<file path="config.mk">
export PLATFORM = sky130hd
export DESIGN_NAME = puf_uart_ctrl
export DESIGN_NICKNAME = d
export VERILOG_FILES = /design/src/rtl/puf_uart_ctrl.sv
export SDC_FILE = /design/constraint.sdc
export NUM_CORES = 1
export LEC_CHECK = 0
export ABC_AREA = 0
export CORE_ASPECT_RATIO = 1.75
export CORE_MARGIN = 4
export CORE_UTILIZATION = 39
export CTS_CLUSTER_SIZE = 10
export DETAILED_ROUTE_END_ITERATION = 8
export SLEW_MARGIN = 20
export SYNTH_ARGS = -nofsm -noshare
export SYNTH_HDL_FRONTEND = slang
export SYNTH_SLANG_ARGS = --single-unit
</file>
<file path="constraint.sdc">
create_clock -name clk -period 3.35 [get_ports clk]
set_clock_uncertainty 0.15 [all_clocks]
set_input_delay 0.67 -clock clk [delete_from_list [all_inputs] [get_ports clk]]
set_output_delay 0.67 -clock clk [all_outputs]
set_load 0.005 [all_outputs]
</file>
<file path="src/rtl/puf_uart_ctrl.sv">
// Command sequencer between the UART byte interface and the PUF core.
// Optional PUF_UART_CTRL_TIMEOUT_EN adds a WAIT_DONE timeout that answers with a NAK byte.
module puf_uart_ctrl #(
  parameter int unsigned DATA_BITS      = 8,
  parameter int unsigned CHAL_BYTES     = 8,
  parameter int unsigned RESP_BYTES     = 4,
  parameter int unsigned TIMEOUT_CYCLES = 1_000_000
) (
  input  logic                            clk,
  input  logic                            resetn,
  input  logic [DATA_BITS-1:0]            rx_data,
  input  logic                            rx_valid,
  output logic                            rx_enable,
  output logic [DATA_BITS-1:0]            tx_data,
  output logic                            tx_enable,
  input  logic                            tx_busy,
  output logic [DATA_BITS*CHAL_BYTES-1:0] puf_challenge,
  output logic                            puf_start,
  input  logic                            puf_done,
  input  logic [DATA_BITS*RESP_BYTES-1:0] puf_response,
  output logic                            busy,
  output logic                            error
);

  localparam int unsigned CW    = DATA_BITS * CHAL_BYTES;
  localparam int unsigned RW    = DATA_BITS * RESP_BYTES;
  localparam int unsigned QW    = RW + DATA_BITS;
  localparam int unsigned CNT_W = 5;

  localparam logic [DATA_BITS-1:0] CMD_START = DATA_BITS'(8'hA5);
  localparam logic [DATA_BITS-1:0] RSP_HDR   = DATA_BITS'(8'h5A);
  localparam logic [DATA_BITS-1:0] RSP_NAK   = DATA_BITS'(8'hEE);

  localparam logic [CNT_W-1:0] CHAL_LAST = CNT_W'(CHAL_BYTES - 1);
  localparam logic [CNT_W-1:0] RSP_TOTAL = CNT_W'(RESP_BYTES + 1);

  if (DATA_BITS != 8 || CHAL_BYTES == 0 || CHAL_BYTES > 16 ||
      RESP_BYTES == 0 || RESP_BYTES > 16 || TIMEOUT_CYCLES == 0) begin : g_bad_params
    $error("puf_uart_ctrl: unsupported parameter set");
  end

  typedef enum logic [2:0] {
    IDLE, RX_CHAL, START, WAIT_DONE, TX_LOAD, TX_PULSE, TX_GAP, TX_WAIT
  } state_t;

  state_t           state;
  logic [CW-1:0]    chal_sr;
  logic [QW-1:0]    tx_q;
  logic [CNT_W-1:0] byte_idx;
  logic [CNT_W-1:0] tx_total;
`ifdef PUF_UART_CTRL_TIMEOUT_EN
  logic [31:0]      tmo_cnt;
`endif

  // Sequencer; challenge is assembled in chal_sr so puf_challenge only updates when a frame completes
  always_ff @(posedge clk or negedge resetn) begin
    if (!resetn) begin
      state         <= IDLE;
      rx_enable     <= 1'b0;
      tx_data       <= '0;
      tx_enable     <= 1'b0;
      puf_challenge <= '0;
      puf_start     <= 1'b0;
      busy          <= 1'b0;
      error         <= 1'b0;
      chal_sr       <= '0;
      tx_q          <= '0;
      byte_idx      <= '0;
      tx_total      <= '0;
`ifdef PUF_UART_CTRL_TIMEOUT_EN
      tmo_cnt       <= '0;
`endif
    end else begin
      puf_start <= 1'b0;
      tx_enable <= 1'b0;
      case (state)
        IDLE: begin
          rx_enable <= 1'b1;
          if (rx_valid) begin
            busy     <= 1'b1;
            byte_idx <= '0;
            if (rx_data == CMD_START) begin
              error <= 1'b0;
              state <= RX_CHAL;
            end else begin
              error     <= 1'b1;
              rx_enable <= 1'b0;
              tx_q      <= {RSP_NAK, RW'(0)};
              tx_total  <= CNT_W'(1);
              state     <= TX_LOAD;
            end
          end
        end
        RX_CHAL: begin
          if (rx_valid) begin
            chal_sr <= (chal_sr << DATA_BITS) | CW'(rx_data);
            if (byte_idx == CHAL_LAST) begin
              puf_challenge <= (chal_sr << DATA_BITS) | CW'(rx_data);
              puf_start     <= 1'b1;
              rx_enable     <= 1'b0;
              byte_idx      <= '0;
`ifdef PUF_UART_CTRL_TIMEOUT_EN
              tmo_cnt       <= '0;
`endif
              state         <= START;
            end else begin
              byte_idx <= byte_idx + CNT_W'(1);
            end
          end
        end
        START: state <= WAIT_DONE;
        WAIT_DONE: begin
          if (puf_done) begin
            tx_q     <= {RSP_HDR, puf_response};
            tx_total <= RSP_TOTAL;
            state    <= TX_LOAD;
          end
`ifdef PUF_UART_CTRL_TIMEOUT_EN
          else if (tmo_cnt == 32'(TIMEOUT_CYCLES - 1)) begin
            error    <= 1'b1;
            tx_q     <= {RSP_NAK, RW'(0)};
            tx_total <= CNT_W'(1);
            state    <= TX_LOAD;
          end else begin
            tmo_cnt <= tmo_cnt + 32'd1;
          end
`endif
        end
        TX_LOAD: begin
          if (!tx_busy) begin
            tx_data   <= tx_q[QW-1 -: DATA_BITS];
            tx_q      <= tx_q << DATA_BITS;
            byte_idx  <= byte_idx + CNT_W'(1);
            tx_enable <= 1'b1;
            state     <= TX_PULSE;
          end
        end
        TX_PULSE: state <= TX_GAP;
        TX_GAP:   state <= TX_WAIT;
        TX_WAIT: begin
          if (!tx_busy) begin
            if (byte_idx != tx_total) begin
              state <= TX_LOAD;
            end else begin
              busy      <= 1'b0;
              rx_enable <= 1'b1;
              state     <= IDLE;
            end
          end
        end
        default: state <= IDLE;
      endcase
    end
  end

endmodule

</file>
[After elaboration in Yosys (flattened, before gate mapping)]
Cells that the tools add are included.
Word-level totals
  flip-flop bits (word level): 186
  input bits: 45
  output and inout port bits: 77
  logic and storage cells: 89
Cells by class
  add/subtract/negate cells: 1
  eq/ne operators: 18
  mux-type cells: 40
  bitwise operators: 2
  reduce and logical (&&, ||, !) cells: 16
Operators with widths (count)
  40-bit 2-to-1 mux: 4
  40-bit case mux with 3 select lines: 1
  64-bit by 8-bit bitwise OR with 64-bit output: 1
  5-bit 2-to-1 mux: 7
  3-bit 2-to-1 mux: 8
  3-bit case mux with 8 select lines: 1
  2-bit inequality test, second input constant: 8
  1-bit 2-to-1 mux: 15
  5-bit case mux with 3 select lines: 1
  3-bit == test, second input constant: 4
  4-bit AND reduction: 3
  5-bit case mux with 2 select lines: 1
  5-bit AND reduction: 2
  3-bit nonzero test: 3
  8-bit == test, second input constant: 1
  3-bit by 2-bit == test with 1-bit output, second input constant: 2
  2-bit AND reduction: 3
  6-bit AND reduction: 1
  5-bit by 1-bit adder with 5-bit output, second input constant: 1
  5-bit by 3-bit == test with 1-bit output, second input constant: 1
  5-bit inequality test: 1
  2-bit nonzero test: 2
  3-bit by 1-bit == test with 1-bit output, second input constant: 1
  3-bit logical NOT: 1
  other kinds (4): 4

[Logic depth before layout (Yosys ltp)]
Gate-level depths: netlist of run 1.
  depth after elaboration: 4
  mapped depth: 7
  depth with buffers taken out: 5

[Worst setup path before layout of run 1]
OpenSTA, ideal clock, no wires.
  path kind: in2reg
  start: input port rx_valid
  end: register chal_sr[13]
  library setup time: 128 ps
  arrival time: 1769 ps
  data required time: 3072 ps
  path slack: 1304 ps
  cell stages on the path: 5
  path buffers: 2
  cells stage by stage: nor2b_1 -> and3_1 -> buf_2 -> buf_2 -> mux2_1
On the way
  longest elaborated chain between the ends: 1
RTL lines
  from (decl): RTL line 12  | input logic rx_valid,
  2-bit AND reduction (no line)
  to (signal assigned): RTL line 96  | chal_sr <= (chal_sr << DATA_BITS) | CW'(rx_data);
  to (decl): RTL line 47  | logic [CW-1:0] chal_sr;
No other way between the ends.
A chain may end at the register's enable or synchronous reset.

[Worst setup path in the final report of run 1]
  start: register state[1]
  end: register tx_data[6]
On the way
  longest elaborated chain between the ends: 2
RTL lines
  from (decl): RTL line 46  | state_t state;
  from (signal assigned): RTL line 58  | state <= IDLE;
  from (signal assigned): RTL line 84  | state <= RX_CHAL;
  from (signal assigned): RTL line 90  | state <= TX_LOAD;
  3-bit == test: RTL line 76  | case (state)
  2-bit AND reduction (no line)
  to (signal assigned): RTL line 131  | tx_data <= tx_q[QW-1 -: DATA_BITS];
  to (decl): RTL line 14  | output logic [DATA_BITS-1:0] tx_data,
No other way between the ends.

==> summary.md, run 1 <==
| Metric | Value |
|---|---|
| GR Util All Layers | 0.153 |
| Share of layout cells above drive strength 1 | 0.209 |
| I/O pin cnt | 122 |
| Crit start category | register |
| Vias in the first global route | 4960 |
| Sequential share of the synthesized area | 0.587 |
| Antenna violations before repair | 0 |
| Normalized max-slew margin | 0.493 |
| Final Max Slew Viols | 0 |
| Final min period | 2.55 ns |
| Number of nets with antenna violations after routing | 0 |
| Max VDD drop | 0.404 mV |
| CP Cell Sequence | nor2_1 -> nand2_1 -> nor2_4 -> mux2_1 |
| Die Width | 115 um |
| Cell type with the largest total area after synthesis | dfrtp_1 |
| First drt pass iteration count | 4 |
| Vias | 4580 |
| #FFs+latches synth | 183 |
| Worst Path Arrival | 2.70 ns |
| R2r startpoint | state[1] |
| Slowest CP cell | dfrtp_1 |
| Mean Syn Cell Area | 14.7 um2 |
| Crit path to | tx_data[6] |
| Flop2flop setup slack | 0.80 ns |
| Max-cap violations | 0 |
| Post-synthesis cell count | 530 |
| Main synth FF type | dfrtp_1 |
| Drt initial violations | 195 |
| Mapped cell area | 7800 um2 |
| GP Congestion | 0.822 |
| Die extent in y | 195 um |
| Power density cells | 568 nW/um2 |
| Pleak | 4.71 nW |
| Clk pin slew, worst setup/hold paths | 0.07 ns |
| Commonest non-fill, non-tap cells in the layout | 183 x dfrtp_1, 120 x clkdlybuf4s50_1, 73 x mux2_4, 63 x mux2_1, 27 x nand2_1 |
| Sum Neg Setup Slack | 0 ns |
| Area grow syn2layout | 25.7% |
| Final Hold Vio Count | 0 |
| DP Wirelength | 11500 um |
| Crit path from | state[1] |
| Clk Latency, worst-skew pair | 0.42 ns |
| Final setup fails | 0 |
| Final setup margin | 0.804 ns |
| Tcrit/Tclk final | 0.760 |
| Vias per cell | 5.03 |
| Maximum clock insertion buffer count | 2 |
| Core box area | 19700 um2 |
| Resize count post-CTS | 0 |
| # nets final | 700 |
| Worst reg-to-reg path cell count | 4 |
| Worst-Margin Slew | 0.750 ns |
| Number of synthesized flops with an enable pin | 0 |
| Pre-CTS WS | 0.576 ns |
| Residual DRC | 0 |
| Starting Density | 0.395 |
| Synth cell types | 49 |
| TritonCTS clock tree | built |
| Reg-to-reg endpoint | tx_data[6] |
| Most common cell after layout, fill and taps aside | dfrtp_1 |
| CP Max Fanout | 18 |
| Gr ovfl total | 0 |
| Post-synth top area share | 0.587 |
| Hold Path Class | primary input to async pin |
| Req. time, crit path | 3.51 ns |
| WS Path Type | register to register |
| Hold Buf Count CTS | 0 |
| Postcts setup bufs | 0 |
| # rows | 68 |
| Drt total wl | 16500 um |
| Max incr delay on CP | 0.60 ns |
| Status | completed |
| Die area | 22400 um2 |
| Root Driver | clkbuf_16 |
| Synth Warn # | 0 |
| Post-synth net total | 576 |
| Async SR Flop Fraction | 1.00 |
| Ant diodes | 0 |
| Pin count of the biggest net entering global routing | 76 |
| CP Capture Type | register |
| Post-route cell area | 9810 um2 |
| First-pass GRT wire length | 26800 um |
| I/O Buffers | 121 |
| Htree depth | 4 |
| Fmax | 393 MHz |
| Placed cell area | 9290 um2 |
| Num CTS Buffers | 17 |
| Worst Hold Slack | 0.113 ns |
| Routed len/inst | 18.1 um |
| Area contributors post-synth | dfrtp_1 59%, mux2_4 14%, mux2_1 9.1% |
| CTS sink cnt | 183 |
| RSZ-0062 raised after global routing | no |
==> metal layers <==
layer	vias to the layer above	wire, um	share of wire	GRT usage
li1	2118	-	-	-
met1	2340	6690	0.41	0.182
met2	104	8920	0.54	0.268
met3	18	581	0.035	0.0360
met4	0	284	0.017	0.0531
met5	-	0	0	0
==> how the worst min path moves through the flow <==
stage / endpoint / slack (ns) / cells past startpoint
after floorplan: busy / 0.22 / 0
after global placement: puf_challenge[61] / 0.31 / 1
after detailed placement: tx_data[5] / 0.33 / 1
after CTS: tx_q[27] / 0.13 / 1
after global routing: puf_challenge[58] / 0.16 / 1
final: puf_challenge[59] / 0.11 / 1
==> logic make-up after synthesis <==
logic type / share of synthesized area
multiplexers: 0.278
flip-flops: 0.587
AO/OA/AOI/OAI: 0.0513
buffers and inverters: 0.0351
adder cells (fa/ha/maj): 0.00160
XOR/XNOR: 0.00449
AND/OR/NAND/NOR: 0.0427
==> stage by stage <==
stage / power [W] / utilization / std cells
floorplan: 0.00339 / - / 530
global placement: 0.00379 / 0.471 / 880
detailed placement: 0.00384 / 0.471 / 880
CTS: 0.00566 / 0.497 / 911
global route: 0.00587 / 0.497 / 911
finish: 0.00557 / 0.497 / 911
==> power by group <==
part / total [W] / switching (W) / internal, W
Sequential: 0.00274 / 0.000257 / 0.00248
Clock: 0.00179 / 0.000847 / 0.000945
Combinational: 0.00104 / 0.000507 / 0.000530
Total: 0.00557 / 0.00161 / 0.00395
==> cell type report <==
class,count,area (um2)
Tap cell,245,307
Clock buffer,20,437
Fill cell,1807,9930
Multi-Input combinational cell,296,2960
Inverter,23,86.3
Sequential cell,183,4580
Timing Repair Buffer,133,1360
Clock inverter,11,78.8
==> worst max-delay path: cells and delay by family, from the launching register on <==
kind / cells / cell delay, ns
AND/OR/NAND/NOR: 3 / 1.30
multiplexers: 1 / 0.36
flip-flops: 1 / 0.60
==> registers in the layout, summed over array words and instances, names as in the netlist <==
name	cells
state	3
byte_idx	5
tx_total	2
puf_start	1
error	1
puf_challenge	64
rx_enable	1
tx_data	8
busy	1
chal_sr	56
tx_q	40
tx_enable	1
==> synth_stat cells, types with 2 or more instances <==
master       n
buf_6        8
nand3_1      2
buf_4        2
mux2i_1     17
dfrtp_1    183
mux2_2      17
nor3_1       4
nor2b_1      3
o211ai_1     5
nor2_1      10
a22o_1      17
buf_2       12
mux2_1      63
nand4bb_1    3
a21oi_1      8
o21ai_0     13
and2_1       2
mux2_4      73
o21ai_1      3
clkbuf_1     5
xnor2_1      3
nand4_1      2
inv_1       22
nand2_1     28
Power figures use the tool's default switching activity.
==> run 2: changes to the inputs <==
==> constraint.sdc (replaced) <==
create_clock -name clk -period 2.4 [get_ports clk]
set_clock_uncertainty 0.15 [all_clocks]
set_input_delay 0.48 -clock clk [delete_from_list [all_inputs] [get_ports clk]]
set_output_delay 0.48 -clock clk [all_outputs]
set_load 0.005 [all_outputs]
==> summary.md, run 2 (synthesis results as in run 1) <==
| Metric | Value |
|---|---|
| Min-Delay Endpoint | chal_sr[52] |
| Starting Density | 0.395 |
| WS Path Type | register to register |
| Clk Latency, worst-skew pair | 0.43 ns |
| GR Util All Layers | 0.152 |
| Maximum clock insertion buffer count | 2 |
| Die area | 22400 um2 |
| Sum Neg Setup Slack | 0 ns |
| Hold Path Class | register to register |
| # rows | 68 |
| Clock network power share | 0.355 |
| Worst-Margin Slew | 0.616 ns |
| Share of layout cells above drive strength 1 | 0.242 |
| Worst Hold Depth | 1 |
| Req. time, crit path | 2.56 ns |
| Die extent in y | 195 um |
| FF+latch area | 4580 um2 |
| Resize count post-CTS | 0 |
| DP Wirelength | 11700 um |
| Max-cap violations | 0 |
| I/O pin cnt | 122 |
| Most common cell after layout, fill and taps aside | dfrtp_1 |
| Power density cells | 817 nW/um2 |
| Worst Path Arrival | 2.22 ns |
| Num CTS Buffers | 17 |
| Postcts setup bufs | 0 |
| Final Hold Vio Count | 0 |
| Fill cell count | 1726 |
| First-pass GRT wire length | 26800 um |
| I/O Buffers | 121 |
| Ant diodes | 0 |
| Cell internal pwr | 0.00598 W |
| Die Width | 115 um |
| Pin count of the biggest net entering global routing | 73 |
| Htree depth | 4 |
| R2r startpoint | state[2] |
| Vias per cell | 5.01 |
| Clk pin slew, worst setup/hold paths | 0.07 ns |
| Normalized max-slew margin | 0.590 |
| GP Congestion | 0.892 |
| Drt total wl | 16200 um |
| Largest registers | puf_challenge: 64 flops, chal_sr: 56 flops, tx_q: 40 flops |
| RSZ-0062 raised after global routing | no |
| Routed len/inst | 17.2 um |
| Final setup fails | 0 |
| Drt initial violations | 126 |
| First drt pass iteration count | 4 |
| CP Max Fanout | 16 |
| Util after Layout | 0.514 |
| Crit start category | register |
| Combinational power share | 0.189 |
| Reg-to-reg endpoint | puf_challenge[62] |
| Worst reg-to-reg path cell count | 5 |
| Flop2flop setup slack | 0.34 ns |
| Root Driver | clkbuf_16 |
| CP Capture Type | register |
| Final Max Slew Viols | 0 |
| Hold Crit Start | chal_sr[52] |
| CTS sink cnt | 183 |
| Multi-input gate area | 2960 um2 |
| Tcrit/Tclk final | 0.860 |
| Residual DRC | 0 |
| Status | completed |
| Fmax | 485 MHz |
| TritonCTS clock tree | built |
| Core box area | 19700 um2 |
| Seq pwr share | 0.457 |
| Antenna violations before repair | 0 |
| Largest register FFs | 64 |
| Number of nets with antenna violations after routing | 0 |
| Vias in the first global route | 5044 |
| Pleak | 4.91 nW |
| Commonest non-fill, non-tap cells in the layout | 183 x dfrtp_1, 120 x clkdlybuf4s50_1, 73 x mux2_4, 63 x mux2_1, 31 x buf_4 |
| Area grow syn2layout | 30.0% |
| Max VDD drop | 0.546 mV |
| Gr ovfl total | 0 |
| Psw | 0.00230 W |
| Net Sw Frac | 0.278 |
| Final min period | 2.06 ns |
| Vias | 4695 |
| Reg with most FFs | puf_challenge |
| # nets final | 726 |
==> run 2: changes by cell type in the layout (fill, tap and decap cells not counted), sizes merged <==
cell / previous run / this run
buf: 12 / 37
bufinv: 0 / 3
clkbuf: 21 / 19
clkinv: 4 / 1
clkinvlp: 5 / 4
dlygate4sd3: 0 / 1
inv: 25 / 29
==> run 2: worst max-delay path, stage by stage, from the launching register on <==
cell and delay (ns):
dfrtp_1 0.65, nor2b_1 0.13, and3_2 0.29, nand2_4 0.13, buf_4 0.24, mux2_1 0.34
==> run 2: per-layer routing <==
metal / global-route usage / share of wire / vias to the layer above
met4: 0.0640 / 0.023 / 0
met5: 0 / 0 / -
met3: 0.0366 / 0.038 / 26
met1: 0.181 / 0.41 / 2370
li1: - / - / 2186
met2: 0.261 / 0.53 / 113
==> run 2: through the flow <==
step	cells	setup WS [ns]	area, um2	power, W	hold slack [ns]
after floorplan	530	0.500	7800	0.00474	0.0344
after global placement	905	-0.0132	9500	0.00536	0.316
after detailed placement	905	-0.0334	9500	0.00543	0.322
after CTS	938	0.360	10100	0.00842	0.337
after global routing	938	0.242	10100	0.00873	0.357
final	938	0.337	10100	0.00828	0.332
==> run 2: worst max-delay path by stage <==
stage | start | endpoint | slack, ns | depth (start not counted)
floorplan | byte_idx[0] | puf_challenge[10] | 0.50 | 6
global placement | rx_data[4] | tx_q[28] | -0.01 | 6
detailed placement | rx_data[4] | tx_q[8] | -0.03 | 6
CTS | state[2] | puf_challenge[62] | 0.36 | 5
global route | state[2] | puf_challenge[2] | 0.24 | 5
finish | state[2] | puf_challenge[62] | 0.34 | 5
==> run 2: cell type report <==
class	instances	share of cell area
repair buffers	159	0.156
flip-flops and latches	183	0.452
multi-input cells	296	0.292
inverters	23	0.00851
clock inverters	14	0.0184
well taps	245	0.0302
clock buffers	18	0.0433
==> run 2: power by group through the flow <==
stage | registers, W | logic, W | clock network [W]
2_1_floorplan | 0.00370 | 0.00103 | 0
3_3_place_gp | 0.00382 | 0.00154 | 0
3_5_place_dp | 0.00384 | 0.00159 | 0
4_1_cts | 0.00378 | 0.00160 | 0.00304
5_1_grt | 0.00384 | 0.00173 | 0.00315
6_report | 0.00378 | 0.00156 | 0.00294
==> run 2: what timing repair did <==
item / in CTS / in global routing
setup endpoints to repair: 0 / 0
hold buffers: 1 / 0
endpoints found under the hold margin: 66 / 0
